===== src/rtl/mem_arbiter.sv =====
// Shares one memory port between CPU port A and req/ack master B, one
// transaction at a time, with a watchdog that aborts unanswered requests.
module mem_arbiter #(
  parameter int unsigned RV      = 32,
  parameter int unsigned AW      = 31,
  parameter bit          RR      = 1'b1,
  parameter int unsigned TIMEOUT = 255
) (
  input  logic            clk,
  input  logic            reset,
  input  logic [AW-1:0]   a_addr,
  input  logic            a_ifetch,
  input  logic [1:0]      a_rstrobe,
  input  logic [RV/8-1:0] a_wmask,
  input  logic [RV-1:0]   a_wdata,
  output logic [RV-1:0]   a_rdata,
  output logic            a_rdone,
  output logic            a_wdone,
  input  logic            b_req,
  input  logic            b_we,
  input  logic [AW-1:0]   b_addr,
  input  logic [RV/8-1:0] b_wmask,
  input  logic [RV-1:0]   b_wdata,
  output logic [RV-1:0]   b_rdata,
  output logic            b_ack,
  output logic            m_req,
  output logic            m_we,
  output logic [AW-1:0]   m_addr,
  output logic [RV/8-1:0] m_wmask,
  output logic [RV-1:0]   m_wdata,
  input  logic            m_ack,
  input  logic [RV-1:0]   m_rdata,
  output logic            err
);

  localparam int unsigned MW = RV / 8;
  localparam int unsigned CW = $clog2(TIMEOUT);

  typedef enum logic [1:0] {
    S_IDLE   = 2'd0,
    S_BUSY_A = 2'd1,
    S_BUSY_B = 2'd2,
    S_DONE   = 2'd3
  } state_e;

  state_e          state_q, state_d;
  logic [CW-1:0]   cnt_q, cnt_d;
  logic            m_req_q, m_req_d;
  logic            m_we_q, m_we_d;
  logic [AW-1:0]   m_addr_q, m_addr_d;
  logic [MW-1:0]   m_wmask_q, m_wmask_d;
  logic [RV-1:0]   m_wdata_q, m_wdata_d;
  logic [RV-1:0]   a_rdata_q, a_rdata_d;
  logic [RV-1:0]   b_rdata_q, b_rdata_d;
  logic            a_rdone_q, a_rdone_d;
  logic            a_wdone_q, a_wdone_d;
  logic            b_ack_q, b_ack_d;
  logic            err_q, err_d;
  logic            last_b_q, last_b_d;
  logic            a_wr_q, a_wr_d;

  logic            a_pend_c;
  logic            a_wr_c;
  logic            grant_a_c;
  logic [RV-1:0]   rd_c;

  // Next-state, grant and completion logic
  always_comb begin
    state_d   = state_q;
    cnt_d     = cnt_q;
    m_req_d   = m_req_q;
    m_we_d    = m_we_q;
    m_addr_d  = m_addr_q;
    m_wmask_d = m_wmask_q;
    m_wdata_d = m_wdata_q;
    a_rdata_d = a_rdata_q;
    b_rdata_d = b_rdata_q;
    last_b_d  = last_b_q;
    a_wr_d    = a_wr_q;
    a_rdone_d = 1'b0;
    a_wdone_d = 1'b0;
    b_ack_d   = 1'b0;
    err_d     = 1'b0;
    rd_c      = m_rdata;

    a_pend_c  = a_ifetch | (|a_rstrobe) | (|a_wmask);
    a_wr_c    = |a_wmask;
    // On a tie A wins unless round-robin says A went last
    grant_a_c = a_pend_c & (~b_req | (RR == 1'b0) | last_b_q);

    case (state_q)
      S_IDLE: begin
        if (grant_a_c) begin
          state_d   = S_BUSY_A;
          cnt_d     = '0;
          m_req_d   = 1'b1;
          m_we_d    = a_wr_c;
          m_addr_d  = a_addr;
          m_wmask_d = a_wr_c ? a_wmask : {MW{1'b1}};
          m_wdata_d = a_wdata;
          a_wr_d    = a_wr_c;
        end else if (b_req) begin
          state_d   = S_BUSY_B;
          cnt_d     = '0;
          m_req_d   = 1'b1;
          m_we_d    = b_we;
          m_addr_d  = b_addr;
          m_wmask_d = b_we ? b_wmask : {MW{1'b1}};
          m_wdata_d = b_wdata;
        end
      end
      S_BUSY_A, S_BUSY_B: begin
        if (m_ack || (cnt_q == CW'(TIMEOUT - 1))) begin
          state_d  = S_DONE;
          m_req_d  = 1'b0;
          err_d    = ~m_ack;
          rd_c     = m_ack ? m_rdata : {RV{1'b1}};
          last_b_d = (state_q == S_BUSY_B);
          if (state_q == S_BUSY_B) begin
            b_ack_d   = 1'b1;
            b_rdata_d = rd_c;
          end else begin
            a_rdata_d = rd_c;
            a_wdone_d = a_wr_q;
            a_rdone_d = ~a_wr_q;
          end
        end else begin
          cnt_d = cnt_q + CW'(1);
        end
      end
      S_DONE: begin
        // One dead cycle so the requester can drop its level request
        state_d = S_IDLE;
      end
      default: begin
        state_d = S_IDLE;
      end
    endcase
  end

  always_ff @(posedge clk) begin
    if (!reset) begin
      state_q   <= S_IDLE;
      cnt_q     <= '0;
      m_req_q   <= 1'b0;
      m_we_q    <= 1'b0;
      m_addr_q  <= '0;
      m_wmask_q <= '0;
      m_wdata_q <= '0;
      a_rdata_q <= '0;
      b_rdata_q <= '0;
      a_rdone_q <= 1'b0;
      a_wdone_q <= 1'b0;
      b_ack_q   <= 1'b0;
      err_q     <= 1'b0;
      last_b_q  <= 1'b1;
      a_wr_q    <= 1'b0;
    end else begin
      state_q   <= state_d;
      cnt_q     <= cnt_d;
      m_req_q   <= m_req_d;
      m_we_q    <= m_we_d;
      m_addr_q  <= m_addr_d;
      m_wmask_q <= m_wmask_d;
      m_wdata_q <= m_wdata_d;
      a_rdata_q <= a_rdata_d;
      b_rdata_q <= b_rdata_d;
      a_rdone_q <= a_rdone_d;
      a_wdone_q <= a_wdone_d;
      b_ack_q   <= b_ack_d;
      err_q     <= err_d;
      last_b_q  <= last_b_d;
      a_wr_q    <= a_wr_d;
    end
  end

  assign a_rdata = a_rdata_q;
  assign a_rdone = a_rdone_q;
  assign a_wdone = a_wdone_q;
  assign b_rdata = b_rdata_q;
  assign b_ack   = b_ack_q;
  assign m_req   = m_req_q;
  assign m_we    = m_we_q;
  assign m_addr  = m_addr_q;
  assign m_wmask = m_wmask_q;
  assign m_wdata = m_wdata_q;
  assign err     = err_q;

endmodule


===== config.mk =====
export PLATFORM = sky130hd
export DESIGN_NAME = mem_arbiter
export DESIGN_NICKNAME = d
export VERILOG_FILES = /design/src/rtl/mem_arbiter.sv
export SDC_FILE = /design/constraint.sdc
export NUM_CORES = 1
export LEC_CHECK = 0
export BUFFER_PORTS_ARGS = -buffer_cell sky130_fd_sc_hd__buf_2
export CORE_MARGIN = 4
export CORE_UTILIZATION = 45
export DETAILED_ROUTE_END_ITERATION = 6
export PLACE_DENSITY_LB_ADDON = 0.05
export SLEW_MARGIN = 15
export SYNTH_ARGS = -nofsm -noshare
export SYNTH_HDL_FRONTEND = slang
export SYNTH_SLANG_ARGS = --single-unit
export TNS_END_PERCENT = 30

===== constraint.sdc =====
create_clock -name clk -period 2.4 [get_ports clk]
set_clock_uncertainty 0.05 [all_clocks]
set_input_delay 0.24 -clock clk [delete_from_list [all_inputs] [get_ports clk]]
set_output_delay 0.24 -clock clk [all_outputs]
set_load 0.01 [all_outputs]

==> flow_summary_export.csv <==
group,metric,value,unit
global_routing,grt_max_degree,68,
clocking,cts_sinks,149,
detailed_routing,drc,0,
detailed_routing,drt_iter0_markers,518,
finish,regArea,0.00298,mm2
sta,slew_viol_final,0,
finish,multiInputGateArea,0.00281,mm2
critical_path,cp_slowest_cell,"dfxtp_1",
clocking,cts_tree,"yes",
finish,fillers,1184,
critical_path,crit_chain,"inv_1 -> ha_1 -> and3_1 -> a21o_1 -> buf_12 -> a31oi_2 -> buf_4 -> o2bb2ai_1",
critical_path,crit_arrival,2.44,ns
clocking,h-tree-depth,4,
global_routing,grt_overflow,0,
clocking,cts_hold_buf,0,
floorplanning,core_area,0.0132,mm2
sta,finalCriticalPeriod,2.15,ns
power,p_seq_share,35.3,%
clocking,post_cts_buffers,0,
floorplanning,initial_core_util,45.9,%
logic_synthesis,syn_area_per_cell,8.48,um2
logic_synthesis,yosysWarnings,0,
logic_synthesis,synth_async_sr_flop_share,0,%
detailed_routing,routed_wl,19300,um
power,power.internal,0.00670,W
sta,relSlewSlack,67.6,%
run,maxCapViolations,0,
placed_design,dp_hpwl,13700,um
power,p_per_area,1210,mW/mm2
critical_path,critPathMaxFanout,41,
clocking,cts_root_buffer,"clkbuf_16",
sta,finalSetupViolCount,0,
logic_synthesis,synth_cell_types,42,
placed_design,gp_congestion,0.829,
logic_synthesis,synthCells,714,
power,switchingPower,0.00364,W
hold_path,hp-class,"in -> reg",
sta,hold_ws,0.0239,ns
detailed_routing,wire_per_inst,16.1,um
global_routing,grt_use_total,23.9,%
placed_design,portBuffers,310,
floorplanning,io_pins,311,
logic_synthesis,synthTopCellsByArea,"dfxtp_1 49%, nand2_1 8.6%, a31oi_1 6.9%",
logic_synthesis,synthesis.area,0.00605,mm2
critical_path,end_kind,"flop",
critical_path,crit_buf_inv,3,
sta,grt_setup_unrepaired,"no",
logic_synthesis,synth-seq-area-share,49.3,%
clocking,worstSkewPairLatency,0.41,ns
global_routing,grt_pass1_wl,29200,um
detailed_routing,ant_nets,0,
run_status,status,"finished, final reports clean",
power,ir_drop,0.925,mV
floorplanning,die_area,0.0154,mm2
finish,area_delta_synth_final,41.1,%
clocking,clockBufferDepth,2,
sta,hold_viol_final,0,
power,power.leakage,3.96,nW
detailed_routing,viasPerCell,5.27,
sta,setup_tns,0,ns
critical_path,cpPeakStageDelay,0.40,ns
floorplanning,placementRows,42,
sta,tightestPinTransition,0.484,ns
detailed_routing,vias,6277,
logic_synthesis,syn_nets,894,
detailed_routing,dr.pass1.iters,5,
finish,drive_gt1_share,36.9,%
critical_path,rrSetupSlack,0.25,ns
logic_synthesis,ys_ff_latch,149,
sta,clock.fmax,0.465,GHz
finish,nets,1180,
power,comb_power_share,36.1,%
power,clock_power_share,28.6,%
power,switching_share,35.2,%
sta,period_share,89.6,%
logic_synthesis,synth_ff_type,"dfxtp_1",
critical_path,worstSetupPathType,"reg -> reg",
clocking,cts.clk_slew.worst_paths,0.06,ns
clocking,numCtsBuffers,17,
global_routing,grt_pass1_vias,5659,
clocking,cts_resized,0,
floorplanning,die_w,124,um
logic_synthesis,synth_top_area_share,49.3,%
logic_synthesis,synth_edf_count,0,
critical_path,worstSetupStartpointType,"flop",
critical_path,critical_path.top_delay_family,"compound AO/OA/AOI/OAI gates",
global_routing,antenna_found_initial,2,
floorplanning,die_y,124,um
logic_synthesis,synth_area_leader_cell,"dfxtp_1",
critical_path,worstPathRequired,2.69,ns
==> cell usage in the layout (no fill, tap or decap), types with 4 or more instances in the layout <==
cell type,instances
bufinv_16,5
buf_12,8
a211oi_1,32
buf_4,16
buf_2,310
ha_1,6
o32ai_1,4
dfxtp_1,149
nor2_1,6
a21oi_1,40
o21ai_0,72
nand4_1,5
nor2b_1,32
a31oi_1,66
clkbuf_16,17
nand3_1,11
nor3_1,4
o2bb2ai_1,33
inv_1,8
inv_6,4
nand2_1,139
nor3b_1,4
==> cell type report <==
type	count	share of cell area, %
clock buffers	18	5.14
multi-input cells	489	32.8
inverters	9	0.395
diodes	3	0.0879
flip-flops and latches	149	34.9
repair buffers	334	21.4
clock inverters	14	2.61
well taps	176	2.58
==> flip-flops by register name (all words and copies together), names as in the netlist <==
register,count
m_wdata,32
last_b_q,1
m_addr,31
a_wdone,1
m_req,1
m_wmask,4
b_rdata,32
cnt_q,8
err,1
a_rdone,1
a_rdata,32
b_ack,1
state_q,2
m_we,1
a_wr_q,1
==> cells by family (layout without fill, tap and decap cells) <==
family / after synthesis / count (layout) / synth area share, %
flip-flops: 149 / 149 / 49.3
multiplexers: 1 / 1 / 0.186
adder cells (fa/ha/maj): 6 / 6 / 1.24
AO/OA/AOI/OAI: 266 / 266 / 28.1
other: 0 / 3 / 0
buffers and inverters: 76 / 375 / 4.92
AND/OR/NAND/NOR: 216 / 216 / 16.3
==> Yosys cell counts, drive strengths merged (4+ instances only) <==
| master | number |
|---|---|
| ha | 6 |
| nand2 | 139 |
| nand3 | 11 |
| dfxtp | 149 |
| o21ai | 72 |
| inv | 8 |
| clkbuf | 54 |
| nor2b | 33 |
| a211oi | 32 |
| o2bb2ai | 33 |
| nor3b | 4 |
| a21oi | 41 |
| nand4 | 5 |
| buf | 13 |
| o32ai | 4 |
| nor2 | 6 |
| nor3 | 4 |
| a31oi | 67 |
==> per-layer routing <==
layer | vias up | global-route usage (%) | part of all wire (%)
met5 | - | 0 | 0
met4 | 0 | 7.73 | 1.3
met3 | 20 | 6.49 | 8.9
met2 | 222 | 40.5 | 49
met1 | 2875 | 29.6 | 41
li1 | 3160 | - | -
==> worst reg2reg max path: cells and delay by family, from the launching register on <==
family | cells | cell delay (ns)
buffers and inverters | 3 | 0.58
adder cells (fa/ha/maj) | 1 | 0.20
flip-flops | 1 | 0.40
AO/OA/AOI/OAI | 3 | 0.63
AND/OR/NAND/NOR | 1 | 0.22
==> power by group through the flow <==
stage | clock network [W] | logic (W) | registers, W
after floorplan | 0 | 0.00174 | 0.00406
after global placement | 0 | 0.00376 | 0.00367
after detailed placement | 0 | 0.00376 | 0.00369
after CTS | 0.00300 | 0.00377 | 0.00365
after global routing | 0.00312 | 0.00413 | 0.00374
final | 0.00295 | 0.00373 | 0.00365
==> per-stage QoR <==
step	area, um2	util (%)	total power (W)	cells	setup slack [ns]
after floorplan	6050	-	0.00580	714	0.324
after global placement	7870	59.7	0.00743	1157	0.296
after detailed placement	7870	59.7	0.00744	1157	0.255
after CTS	8540	64.7	0.0104	1189	0.249
after global routing	8540	64.8	0.0110	1191	0.122
final	8540	64.8	0.0103	1192	0.249
==> path summary, 6_finish.rpt <==
| path | to | cells after the start | startpoint |
|---|---|---|---|
| min | b_rdata[15] | 3 | m_rdata[15] |
| min reg2reg | b_rdata[21] | 1 | b_rdata[21] |
| max | b_rdata[1] | 8 | cnt_q[0] |
| max reg2reg | b_rdata[1] | 8 | cnt_q[0] |
Note: power is estimated with default switching activity, not from simulation.
